--- config.mk ---
export PLATFORM = sky130hd
export DESIGN_NAME = count_n_updown
export DESIGN_NICKNAME = d
export VERILOG_FILES = /design/src/rtl/count_n_updown.sv
export SDC_FILE = /design/constraint.sdc
export NUM_CORES = 1
export LEC_CHECK = 0
export BUFFER_PORTS_ARGS = -buffer_cell sky130_fd_sc_hd__buf_2
export CAP_MARGIN = 0
export CORE_AREA = 2 2 39 41
export DETAILED_ROUTE_END_ITERATION = 16
export DIE_AREA = 0 0 41 43
export SLEW_MARGIN = 20
export SYNTH_ARGS = -nofsm -noshare
export SYNTH_HDL_FRONTEND = slang
export SYNTH_SLANG_ARGS = --single-unit
--- constraint.sdc ---
create_clock -name clk -period 1.9 [get_ports clk]
set_input_delay 0.285 -clock clk [delete_from_list [all_inputs] [get_ports clk]]
set_output_delay 0.285 -clock clk [all_outputs]
set_load 0.05 [all_outputs]
--- src/rtl/count_n_updown.sv ---
// count_n_updown: mod-MODULUS up/down counter with wrap/saturate end modes,
// clamped parallel load, combinational terminal count for cascading, and a
// registered one-cycle wrap pulse.
module count_n_updown #(
  parameter int WIDTH   = 4,
  parameter int MODULUS = 16
) (
  input  logic             clk,
  input  logic             clr,
  input  logic             enable,
  input  logic             up,
  input  logic             sat,
  input  logic             load,
  input  logic [WIDTH-1:0] load_val,
  output logic [WIDTH-1:0] count,
  output logic             tc,
  output logic             wrapped
);

  // Highest legal count; fits in WIDTH bits even when MODULUS == 2**WIDTH.
  localparam logic [WIDTH-1:0] MAX = WIDTH'(MODULUS - 1);

  logic [WIDTH-1:0] count_q, count_d;
  logic             wrapped_q, wrapped_d;
  logic             at_max, at_zero;

  assign at_max  = (count_q == MAX);
  assign at_zero = (count_q == '0);

  // Terminal count looks only at the enable, the direction and the current
  // state, so a following stage sees it in the same cycle.
  assign tc = enable & ((up & at_max) | (~up & at_zero));

  // Next-state selection: load beats counting. Increment and decrement only
  // happen away from the boundary, so the result never leaves 0..MAX and
  // never overflows WIDTH bits.
  always_comb begin
    count_d   = count_q;
    wrapped_d = 1'b0;
    if (load) begin
      count_d = (load_val > MAX) ? MAX : load_val;
    end else if (enable) begin
      if (up) begin
        if (!at_max) begin
          count_d = count_q + 1'b1;
        end else if (!sat) begin
          count_d   = '0;
          wrapped_d = 1'b1;
        end
      end else begin
        if (!at_zero) begin
          count_d = count_q - 1'b1;
        end else if (!sat) begin
          count_d   = MAX;
          wrapped_d = 1'b1;
        end
      end
    end
  end

  // State register; clr is sampled on the edge and overrides everything.
  always_ff @(posedge clk) begin
    if (clr) begin
      count_q   <= '0;
      wrapped_q <= 1'b0;
    end else begin
      count_q   <= count_d;
      wrapped_q <= wrapped_d;
    end
  end

  assign count   = count_q;
  assign wrapped = wrapped_q;

endmodule

* Word level (Yosys, flattened, before mapping)
Index checks and enable logic that the tools add are counted.
** Operators by class
- $lt $le $gt $ge :: 1
- Reductions and logical operators :: 4
- $add $sub $neg :: 2
- Multiplexer cells :: 12
- Eq/ne operators :: 3
- Bitwise operators :: 6
** Operators by type and width (number)
- 4-bit 2-to-1 mux :: 8
- 4-bit inequality test (second input constant) :: 2
- 4-bit by 1-bit adder with 4-bit output (second input constant) :: 1
- 4-bit equality test (second input constant) :: 1
- 4-bit > comparator (second input constant) :: 1
- 4-bit logical NOT :: 1
- 1-bit 2-to-1 mux :: 4
- 4-bit by 1-bit subtractor with 4-bit output (second input constant) :: 1
- 1-bit bitwise AND :: 3
- 3-bit AND reduction :: 1
- 3-bit OR reduction :: 1
- 1-bit NOT :: 2
- 2-bit nonzero test :: 1
- 1-bit bitwise OR :: 1
** Word-level totals
- Register bits after elaboration :: 5
- Input port bits :: 10
- Output and inout bits :: 6

* Longest topological paths before layout
- Depth in word-level cells :: 5
- Mapped depth :: 6
- Depth with buffers taken out :: 6

* Worst setup path after synthesis
Ideal clock, no wire load.
- Kind :: reg2out
- From :: register count_q[1] (netlist: count[1])
- To :: output port tc
- Cell stages (with the launch flop) :: 5
- Buffers on the path :: 0
- Setup slack :: -0.417 ns
- Data arrival time :: 2.032 ns
- Cell sequence :: dfxtp_1 ha_1 and4_1 nor2_1 nor2_1
** On the way
- Longest elaborated chain between the ends :: 4
- Elaborated cells on any way between the ends :: 6
** RTL lines
- from (decl) :: line 23 : logic [WIDTH-1:0] count_q, count_d;
- from (signal assigned) :: line 67 : count_q <= count_d;
- 4-bit equality test or 4-bit logical NOT (tied branches) :: line 27, 28
- 1-bit bitwise AND :: line 32 : assign tc = enable & ((up & at_max) | (~up & at_zero));
- 1-bit bitwise OR * :: line 32
- 1-bit bitwise AND * :: line 32
- to (decl) :: line 16 : output logic tc,
Mark *: on every way between the ends. The rest lies on a longest branch, timed or not.

* Worst setup path after layout
Ends and elaborated chain as after synthesis.

==> flow_summary.json <==
{
  "clockBufferDepth": 2,
  "grt_max_degree": 11,
  "syn-cell-area_sq_um": 444.2,
  "pwr-share-seq_pct": 33.4,
  "path_cells": "ha_1 -> and4_1 -> nor2_2 -> nor2_2 -> buf_6",
  "grt_antenna_before_repair": 0,
  "wirelength_microns": 1099,
  "hpwlAfterDp_microns": 827.1,
  "via_per_inst": 5.425,
  "ys_types": 29,
  "timing.slew.headroom_pct": 76.17,
  "worst_path_most_repeated_cell": "nor2_2",
  "fillers": 149,
  "worst_setup_path_start_kind": "register",
  "place.gp.congestion": 0.7659,
  "max_freq_mhz": 551.3,
  "cts_sinks": 5,
  "crit_arrival_ps": 1530,
  "p_leak_nw": 0.2442,
  "cts_made_buffers": 3,
  "dieArea_sq_um": 1763,
  "r2r-end": "count[2]",
  "synthTopCellsByCount": "7 x inv_1, 5 x dfxtp_1, 4 x a21oi_1",
  "start_util_pct": 32.10,
  "area_growth_pct": 29.30,
  "core_sq_um": 1384,
  "netlist.area_leader.share_pct": 22.54,
  "ant_nets": 0,
  "r2r_setup_slack_ps": 250,
  "rr_startpoint": "count[0]",
  "clkTransAtPathRegs_ps": 50,
  "status": "complete, no violations",
  "p_sw_mw": 0.1484,
  "chipHeight_microns": 43,
  "cts_setup_buffers": 0,
  "vias": 472,
  "die_w_microns": 41,
  "seq_area_frac_synth_pct": 22.54,
  "power_frac_clock_pct": 32.8,
  "overflow": 0,
  "vdd_drop_max_mv": 0.3571,
  "cts-hold-fix-buffers": 0,
  "drcViolationCount": 0,
  "final_nets": 84,
  "synth_most_common_cell": "inv_1",
  "io_buffer_count": 15,
  "maxSlewViolCount": 0,
  "crit_path_max_fanout": 9,
  "setup_tns_ps": 0,
  "holdPathStages": 3,
  "slowest_stage": "dfxtp_2",
  "cts_root_buffer": "clkbuf_4",
  "worst_slew_pin_slew_ps": 352.5,
  "synth_nets": 67,
  "crit_type": "register to primary output",
  "required_ps": 1620,
  "syn_inst": 55,
  "grt_pass1_wl_microns": 1780,
  "power.density_nw_per_um2": 691.6,
  "n_antenna_cell": 0,
  "io_pins": 16,
  "synth-seq-cells": 5,
  "drtIter0Drc": 5,
  "intPower_mw": 0.2488,
  "tritoncts": "built",
  "hp-class": "input port to register",
  "grt_usage_pct": 14.74,
  "wl_per_cell_microns": 12.63,
  "avgSynthCellArea_sq_um": 8.076,
  "async_reset_ff_share_pct": 0,
  "yosysTopAreaCell": "dfxtp_1",
  "swShare_pct": 37.37,
  "grt_pass1_vias": 392,
  "min_to": "count[0]",
  "finalSetupViolCount": 0,
  "rows": 14,
  "skew_ps": 0.9635,
  "min_period_over_period_pct": 95.46,
  "rr_worst_depth": 6,
  "layout-drive-gt1-share_pct": 45.07,
  "first_pass_iters": 4,
  "clk_latency_ps": 250,
  "yosys_warnings": 0,
  "pwr-share-comb_pct": 33.8,
  "final_util_pct": 41.50,
  "cpPeakStageDelay_ps": 400,
  "synth_area_leaders": "dfxtp_1 23%, inv_1 5.9%, ha_1 5.6%",
  "hp-start": "load_val[0]",
  "synth_enable_flop_cells": 0,
  "cp-end-kind": "primary output",
  "h-tree-depth": 1,
  "maxCapViolCount": 0,
  "hold_viol_final": 0,
  "post-route-min-period_ps": 1814,
  "synth_flop_cell": "dfxtp_1"
}
==> registers in the layout (all words and copies together), names as in the netlist <==
| register | count |
|---|---|
| count | 4 |
| wrapped | 1 |
==> power groups by stage <==
stage | Combinational (mW) | Clock (mW) | Sequential, mW
after floorplan | 0.0747 | 0 | 0.157
after global placement | 0.131 | 0 | 0.134
after detailed placement | 0.131 | 0 | 0.134
after CTS | 0.132 | 0.134 | 0.133
after global routing | 0.147 | 0.141 | 0.135
final | 0.134 | 0.130 | 0.132
==> layer usage <==
layer | GRT usage, % | vias up | part of all wire (%)
met4 | 2.000 | 0 | 0
met2 | 19.38 | 15 | 46
met5 | 0 | - | 0
met3 | 7.853 | 0 | 8.1
li1 | - | 242 | -
met1 | 21.47 | 215 | 46
==> layout make-up <==
class	instances	area [sq um]	share of cell area, %
clock buffers	4	26.28	4.575
inverters	7	26.28	4.575
multi-input cells	40	312.8	54.47
flip-flops and latches	5	107.6	18.74
well taps	16	20.02	3.486
repair buffers	15	81.33	14.16
==> worst max-delay path by stage <==
| stage | startpoint | slack (ps) | endpoint |
|---|---|---|---|
| global placement | count[0] | 240 | tc |
| finish | count[1] | 90 | tc |
| detailed placement | count[0] | 230 | tc |
| floorplan | count[1] | 50 | tc |
| global route | count[1] | -4 | tc |
| CTS | count[0] | 20 | tc |
==> cell families (layout without fill, tap and decap cells) <==
group / count (synthesis) / in the layout / synth area share, %
AO/OA/AOI/OAI: 22 / 22 / 35.49
AND/OR/NAND/NOR: 14 / 14 / 23.10
buffers and inverters: 10 / 26 / 8.733
flip-flops: 5 / 5 / 22.54
adder cells (fa/ha/maj): 2 / 2 / 5.633
XOR/XNOR: 1 / 1 / 1.972
multiplexers: 1 / 1 / 2.535
==> metrics by stage <==
step	total power [mW]	setup WS [ps]	std cells	cell area [sq um]	hold WS, ps
floorplan	0.2315	46.07	55	451.7	357.3
global placement	0.2646	238.2	83	534.3	526.0
detailed placement	0.2657	228.8	83	534.3	530.0
CTS	0.3994	17.81	87	563.0	272.9
global route	0.4235	-3.645	87	574.3	281.5
finish	0.3972	86.23	87	574.3	275.3
==> cells in the final DEF (no fill, tap or decap) <==
cell type	synthesis	routed
buf_2	1	14
inv_1	7	6
a21oi_1	4	4
a211oi_1	3	3
o21ai_0	3	3
clkbuf_4	0	3
dfxtp_2	0	3
nor2_2	0	2
nor4b_1	2	2
a31oi_1	2	2
o22ai_1	2	2
nand2_1	2	2
nor3_1	2	2
inv_2	0	1
nor4b_4	1	1
and4_1	1	1
o21ai_2	1	1
xnor2_1	1	1
a2111oi_2	1	1
nand4_1	1	1
a21o_1	1	1
o21ba_2	1	1
a41oi_1	1	1
nor2_1	3	1
o2111ai_1	1	1
nor2b_1	1	1
o21a_1	1	1
mux2_2	1	1
and4_4	1	1
o31a_1	1	1
ha_2	0	1
ha_1	2	1
clkbuf_1	2	1
dfxtp_4	0	1
buf_6	0	1
dfxtp_1	5	1
==> repair_timing <==
action | in CTS | in global routing
resized for setup | 1 | 5
pin swaps | 0 | 0
endpoints found under the setup margin | 1 | 1
==> critical path: cells and delay by family, from the launching register on <==
kind,cells,cell delay [ps]
adder cells (fa/ha/maj),1,230
buffers and inverters,1,160
flip-flops,1,400
AND/OR/NAND/NOR,3,490
(Power assumes the default switching activity.)
